### src/rtl/register_bank_pkg.sv
// register_bank_pkg: shared register-file constants and address type
package register_bank_pkg;
  localparam int REG_COUNT = 16;
  localparam int ADDR_W = 4;
  typedef logic [ADDR_W-1:0] reg_addr_t;
  localparam reg_addr_t PC_INDEX = 4'd15;
endpackage

### src/rtl/register_bank_read_port.sv
// register_bank_read_port: combinational read mux (regs: R0-R14, pc: R15, addr -> data)
module register_bank_read_port
  import register_bank_pkg::*;
#(
  parameter int N = 32
) (
  input  logic [REG_COUNT-2:0][N-1:0] regs,
  input  logic [N-1:0]                pc,
  input  reg_addr_t                   addr,
  output logic [N-1:0]                data
);
  assign data = (addr == PC_INDEX) ? pc : regs[addr];
endmodule

### src/rtl/register_bank.sv
// register_bank: 16-entry ARM-style register file (R15=pc) plus cspr; 4 comb read ports, 2 write ports, pc/cspr load ports
module register_bank
  import register_bank_pkg::*;
#(
  parameter int N = 32
) (
  input  logic            clk,
  input  logic            rst_n,
  input  reg_addr_t       in_address1,
  input  reg_addr_t       in_address2,
  input  reg_addr_t       in_address3,
  input  reg_addr_t       in_address4,
  output logic [N-1:0]    out_data1,
  output logic [N-1:0]    out_data2,
  output logic [N-1:0]    out_data3,
  output logic [N-1:0]    out_data4,
  input  reg_addr_t       write_address,
  input  logic [N-1:0]    write_data,
  input  logic            write_enable,
  input  reg_addr_t       write_address2,
  input  logic [N-1:0]    write_data2,
  input  logic            write_enable2,
  output logic [N-1:0]    pc,
  input  logic [N-1:0]    pc_update,
  input  logic            pc_write,
  output logic [N-1:0]    cspr,
  input  logic [N-1:0]    cspr_update,
  input  logic            cspr_write
);
  logic [REG_COUNT-2:0][N-1:0] regs;
  always_ff @(posedge clk or negedge rst_n) begin
    if (!rst_n) begin
      regs <= '0;
      pc   <= '0;
      cspr <= '0;
    end else begin
      if (write_enable && write_address != PC_INDEX) regs[write_address] <= write_data;
      if (write_enable2 && write_address2 != PC_INDEX) regs[write_address2] <= write_data2;
      if (pc_write) pc <= pc_update;
      if (cspr_write) cspr <= cspr_update;
    end
  end
  register_bank_read_port #(.N(N)) u_rd1 (.regs(regs), .pc(pc), .addr(in_address1), .data(out_data1));
  register_bank_read_port #(.N(N)) u_rd2 (.regs(regs), .pc(pc), .addr(in_address2), .data(out_data2));
  register_bank_read_port #(.N(N)) u_rd3 (.regs(regs), .pc(pc), .addr(in_address3), .data(out_data3));
  register_bank_read_port #(.N(N)) u_rd4 (.regs(regs), .pc(pc), .addr(in_address4), .data(out_data4));
endmodule

### config.mk
export PLATFORM = sky130hd
export DESIGN_NAME = register_bank
export DESIGN_NICKNAME = d
export VERILOG_FILES = /design/src/rtl/register_bank_pkg.sv /design/src/rtl/register_bank_read_port.sv /design/src/rtl/register_bank.sv
export SDC_FILE = /design/constraint.sdc
export NUM_CORES = 2
export LEC_CHECK = 0
export CORE_MARGIN = 1
export CORE_UTILIZATION = 41
export DETAILED_ROUTE_END_ITERATION = 10
export PLACE_DENSITY = 0.57
export SLEW_MARGIN = 20
export SYNTH_ARGS = -nofsm -noshare
export SYNTH_HDL_FRONTEND = slang
export SYNTH_SLANG_ARGS = --single-unit
### constraint.sdc
create_clock -name clk -period 1.74 [get_ports clk]
set_input_delay 0.174 -clock clk [delete_from_list [all_inputs] [get_ports clk]]
set_output_delay 0.174 -clock clk [all_outputs]
set_load 0.005 [all_outputs]
## Word-level counts from Yosys, hierarchy flattened

Cells that the tools add are included.

| cells by class | value |
|---|---|
| order comparisons | 8 |
| equality and inequality tests | 6 |
| multiplexer cells | 20 |
| reductions and logical operators | 4 |

Operators by type and width:

| operator | number |
|---|---|
| 480-bit bitwise mux | 2 |
| 480-bit two-way mux | 2 |
| 32-bit binary-select mux with 4-bit select | 4 |
| 32-bit two-way mux | 10 |
| 32-bit demux with 4-bit select | 2 |
| 4-bit by 5-bit < comparator with 1-bit output (second input constant) | 6 |
| 4-bit == test (second input constant) | 4 |
| 4-bit by 1-bit greater-or-equal comparator with 1-bit output (second input constant) | 2 |
| 4-bit inequality test (second input constant) | 2 |
| 1-bit logical AND | 4 |

| storage, ports and cells | value |
|---|---|
| flip-flop bits (word level) | 544 |
| output and inout bits | 192 |

## Longest topological paths before layout

| logic depth | value |
|---|---|
| word-level depth | 8 |
| gate-level depth with buffers | 8 |

## Cells and area by module

A second synthesis with hierarchy kept.

| second synthesis, totals | value |
|---|---|
| cell total of the unflattened synthesis | 4576 |
| area total of the unflattened synthesis | 44038.5 µm² |

By module, submodules not included:

| module | instances | cells an instance | area an instance (µm²) |
|---|---|---|---|
| register_bank | 1 | 3080 | 26797.0 |
| register_bank_read_port | 4 | 374 | 4310.4 |

## Least setup slack after synthesis

No wires, ideal clock.

| timing | value |
|---|---|
| path kind | input to output |
| from | input in_address1[0] |
| to | output out_data1[10] |
| arrival time | 1.397 ns |
| slack | 0.169 ns |
| stages | 6 |
| buffers on the path | 3 |
| cell sequence | buf_2 buf_6 buf_6 mux4_2 o211ai_1 o211ai_1 |

| between the ends | value |
|---|---|
| cells in the longest elaborated chain, start to end | 3 |
| elaborated cells on any way between the ends | 4 |
| those cells by class | eq/ne (1); mux (3) |

RTL lines:

| item | RTL line | text |
|---|---|---|
| start, declared | register_bank.sv:9 | `input reg_addr_t in_address1,` |
| 32-bit binary-select mux with 4-bit select | register_bank_read_port.sv:12 | `assign data = (addr == PC_INDEX) ? pc : regs[addr];` |
| 32-bit two-way mux (implied by the code) | register_bank_read_port.sv:12 |  |
| 32-bit two-way mux (*) | register_bank_read_port.sv:12 |  |
| end, declared | register_bank.sv:13 | `output logic [N-1:0] out_data1,` |

Every way passes the cells marked *; elsewhere a longest branch is shown, timed or not. The select of a mux whose other input is x is not followed.

## Worst setup path after layout

| timing | value |
|---|---|
| from | register regs[84] in the netlist's numbering |
| to | output out_data2[20] |

| between the ends | value |
|---|---|
| cells in the longest elaborated chain, start to end | 3 |

RTL lines:

| item | RTL line | text |
|---|---|---|
| start, declared | register_bank.sv:30 | `logic [REG_COUNT-2:0][N-1:0] regs;` |
| start signal, assigned by index | register_bank.sv:37 | `if (write_enable && write_address != PC_INDEX) regs[write_address] <= write_data;` |
| start signal, assigned by index | register_bank.sv:38 | `if (write_enable2 && write_address2 != PC_INDEX) regs[write_address2] <= write_data2;` |
| 32-bit binary-select mux with 4-bit select | register_bank_read_port.sv:12 |  |
| 32-bit two-way mux (implied by the code) | register_bank_read_port.sv:12 |  |
| 32-bit two-way mux | register_bank_read_port.sv:12 |  |
| end, declared | register_bank.sv:14 | `output logic [N-1:0] out_data2,` |

No other way between the ends. The select of a mux whose other input is x is not followed.

==> flow_summary.json <==
{
  "h-tree-depth": 3,
  "num_vias": 38989,
  "cp-startpoint": "regs[84]$_DFF_PN0_",
  "pwr-share-seq": 0.342,
  "clkSlewWorstSetupHoldPaths_ns": 0.07,
  "core_mm2": 0.0989,
  "powerDensity_mw_per_mm2": 1020,
  "critical_path_buf_inv_count": 2,
  "grt_usage": 0.363,
  "critPathCaptureType": "primary output",
  "tightest_slew_ns": 0.728,
  "clock_path_buffers": 3,
  "initial_utilization": 0.416,
  "ant_nets": 0,
  "finalSetupTns_ns": -73.77,
  "slowest_delay_ns": 0.44,
  "peakVddDrop_mv": 0.729,
  "arrival_ns": 2.35,
  "layout_commonest_cell": "mux2i_1",
  "worst_slack_ns": -0.781,
  "worstReg2RegStart": "pc[0]$_DFFE_PN0P_",
  "gp_congestion": 1.00,
  "pre_cts_ws_ns": -0.783,
  "grt_first_pass_wirelength_um": 270000,
  "hpwlAfterDp_um": 132000,
  "cp_slowest_cell": "dfrtp_1",
  "nets": 4781,
  "reg2reg_depth": 4,
  "die_y_um": 319,
  "required_ns": 1.57,
  "synth-warning-count": 0,
  "ys_ff_latch": 544,
  "dieArea_mm2": 0.102,
  "min_from": "pc_write",
  "intPower_mw": 37.7,
  "ys_seq_area_frac": 0.331,
  "min_period_over_period": 1.45,
  "rsz0062_at_grt": "yes",
  "syn_area_mm2": 0.0411,
  "finalSetupViolCount": 128,
  "cts_tree": "done",
  "area_delta_synth_final_pct": 37.2,
  "rows": 115,
  "num_io_pins": 350,
  "crit_family": "multiplexers",
  "grt_pass1_vias": 37647,
  "clkPwrFrac": 0.266,
  "hold_end": "pc[28]$_DFFE_PN0P_",
  "first_iter_violations": 5180,
  "power.net_switching_mw": 19.9,
  "totalWireLength_um": 186000,
  "die_w_um": 319,
  "syn_area_per_cell_um2": 10.9,
  "syn-num-nets": 3927,
  "drive_above_1_share": 0.413,
  "clock_latency_ns": 0.64,
  "leakage_nw": 23.9,
  "status": "finished, violations left",
  "maxSlewHeadroom": 0.513,
  "layout_common_cells": "mux2i_1, buf_4, dfrtp_1",
  "violations": "negative setup slack",
  "grt_max_degree": 74,
  "switching_share": 0.345,
  "crit_fanout": 4,
  "drt_first_pass_iters": 6,
  "drc": 0,
  "worstReg2RegEnd": "pc[0]$_DFFE_PN0P_",
  "rrSetupSlack_ns": 0.58,
  "grt_overflow": 0,
  "whs_path_depth": 3,
  "numCtsBuffers": 70,
  "comb_power_share": 0.393,
  "cts-root-buf": "clkbuf_16",
  "finClkSkew_ns": 0,
  "antenna_found_initial": 10,
  "wl_per_cell_um": 31.3,
  "place.port_buffers": 349,
  "cap_violations": 0,
  "cts_sinks": 544,
  "worst_setup_path_start_kind": "register",
  "synthCells": 3769,
  "min_path_type": "in -> reg",
  "hold_viol_final": 0,
  "path_cells": "buf_4, mux4_2, mux2i_1, o211ai_1, buf_2",
  "synth_cell_types": 39,
  "path_class": "reg -> out",
  "drv_slew": 0,
  "fmax_mhz": 397,
  "fin_crit_ns": 2.52,
  "fin_util": 0.570,
  "viasPerCell": 6.54
}
[cells by family (layout without fill, tap and decap cells)]
group                  Yosys count  in the layout  synth area share
and+or+nand+nor                683            683            0.0685
buffers and inverters          451           1351            0.0564
muxes                         1184           1184             0.415
AOI/OAI and AO/OA              907            907             0.129
other                            0              4                 0
DFF                            544            544             0.331
[flip-flops by register name (all words and copies together) (netlist names)]
register / flops
regs: 480
cspr: 32
pc: 32
[routing by layer]
metal	track usage	wire length (um)
met4	0.166	10200
met1	0.509	74700
met3	0.102	22600
met5	0	32
met2	0.519	79000
[Yosys cell counts]
| cell | count | area [um^2] |
|---|---|---|
| mux2i_1 | 652 | 6530 |
| dfrtp_1 | 544 | 13600 |
| mux4_2 | 404 | 9100 |
| nor2_1 | 352 | 1320 |
| a21oi_1 | 310 | 1550 |
| nand2_1 | 254 | 953 |
| o21ai_0 | 236 | 1180 |
| clkbuf_1 | 194 | 728 |
| mux2_2 | 128 | 1440 |
| buf_2 | 125 | 626 |
| o22ai_1 | 104 | 651 |
| o211ai_1 | 62 | 465 |
| buf_4 | 55 | 413 |
| o21ai_1 | 53 | 265 |
| o221ai_1 | 45 | 394 |
| a21o_1 | 41 | 308 |
| buf_6 | 30 | 338 |
| nor2b_1 | 25 | 156 |
| a211o_1 | 22 | 193 |
| inv_1 | 22 | 82.6 |
| a211oi_1 | 21 | 158 |
| buf_1 | 20 | 75.1 |
| nand2b_1 | 14 | 87.6 |
| o211a_1 | 12 | 120 |
| nor2_2 | 8 | 50.1 |
| nand3_1 | 5 | 25.0 |
| nand4_1 | 5 | 31.3 |
| and4_1 | 4 | 35.0 |
| nand3b_1 | 4 | 30.0 |
| clkbuf_2 | 3 | 15.0 |
| nor3b_2 | 3 | 37.5 |
| and2_1 | 2 | 12.5 |
| and3b_1 | 2 | 17.5 |
| buf_12 | 2 | 40.0 |
| nor3b_4 | 2 | 37.5 |
| and2b_1 | 1 | 7.51 |
| nor3_1 | 1 | 5.00 |
| nor3_2 | 1 | 10.0 |
| o311ai_0 | 1 | 8.76 |
[final cells by class]
type,count,area [um^2]
inverters,22,82.6
flip-flops and latches,544,13700
diodes,4,10.0
repair buffers,1211,12100
clock inverters,27,355
well taps,1287,1610
fillers,8279,42500
multi-input cells,2774,26500
clock buffers,91,1960
[through the flow]
step / area [um^2] / cells / hold slack [ns] / power, mW
after floorplan: 41100 / 3769 / -0.122 / 29.9
after global placement: 51800 / 5687 / 0.0734 / 39.1
after detailed placement: 51800 / 5687 / 0.0836 / 39.5
after CTS: 55700 / 5937 / 0.0979 / 56.3
after global routing: 56400 / 5958 / 0.115 / 59.7
final: 56400 / 5960 / 0.122 / 57.6
[timing repair]
action,CTS,global route
setup buffers,144,26
pin swaps,156,96
endpoints found under the setup margin,165,144
hold buffers,3,0
hold endpoints to repair,488,0
gates resized for setup,884,169
[power groups by stage]
stage / Combinational [mW] / Sequential [mW] / Clock, mW
floorplan: 11.6 / 18.3 / 0
global placement: 19.5 / 19.6 / 0
detailed placement: 19.8 / 19.6 / 0
CTS: 21.6 / 19.3 / 15.4
global route: 23.9 / 19.9 / 15.8
finish: 22.6 / 19.7 / 15.3
[worst reg2reg max path: cells and delay by family (launching register included)]
family	cells	cell delay (ns)
DFF	1	0.43
muxes	1	0.25
buffers and inverters	3	0.38
[how the worst max path moves through the flow]
stage | endpoint | slack, ns | cells past startpoint
after detailed placement | out_data4[5] | -0.78 | 7
after global routing | out_data1[21] | -0.84 | 5
after CTS | out_data2[20] | -0.75 | 5
after global placement | out_data2[9] | -0.79 | 7
after floorplan | out_data1[10] | 0.17 | 6
final | out_data2[20] | -0.78 | 5
No activity file was read; power rests on OpenSTA's default activity.
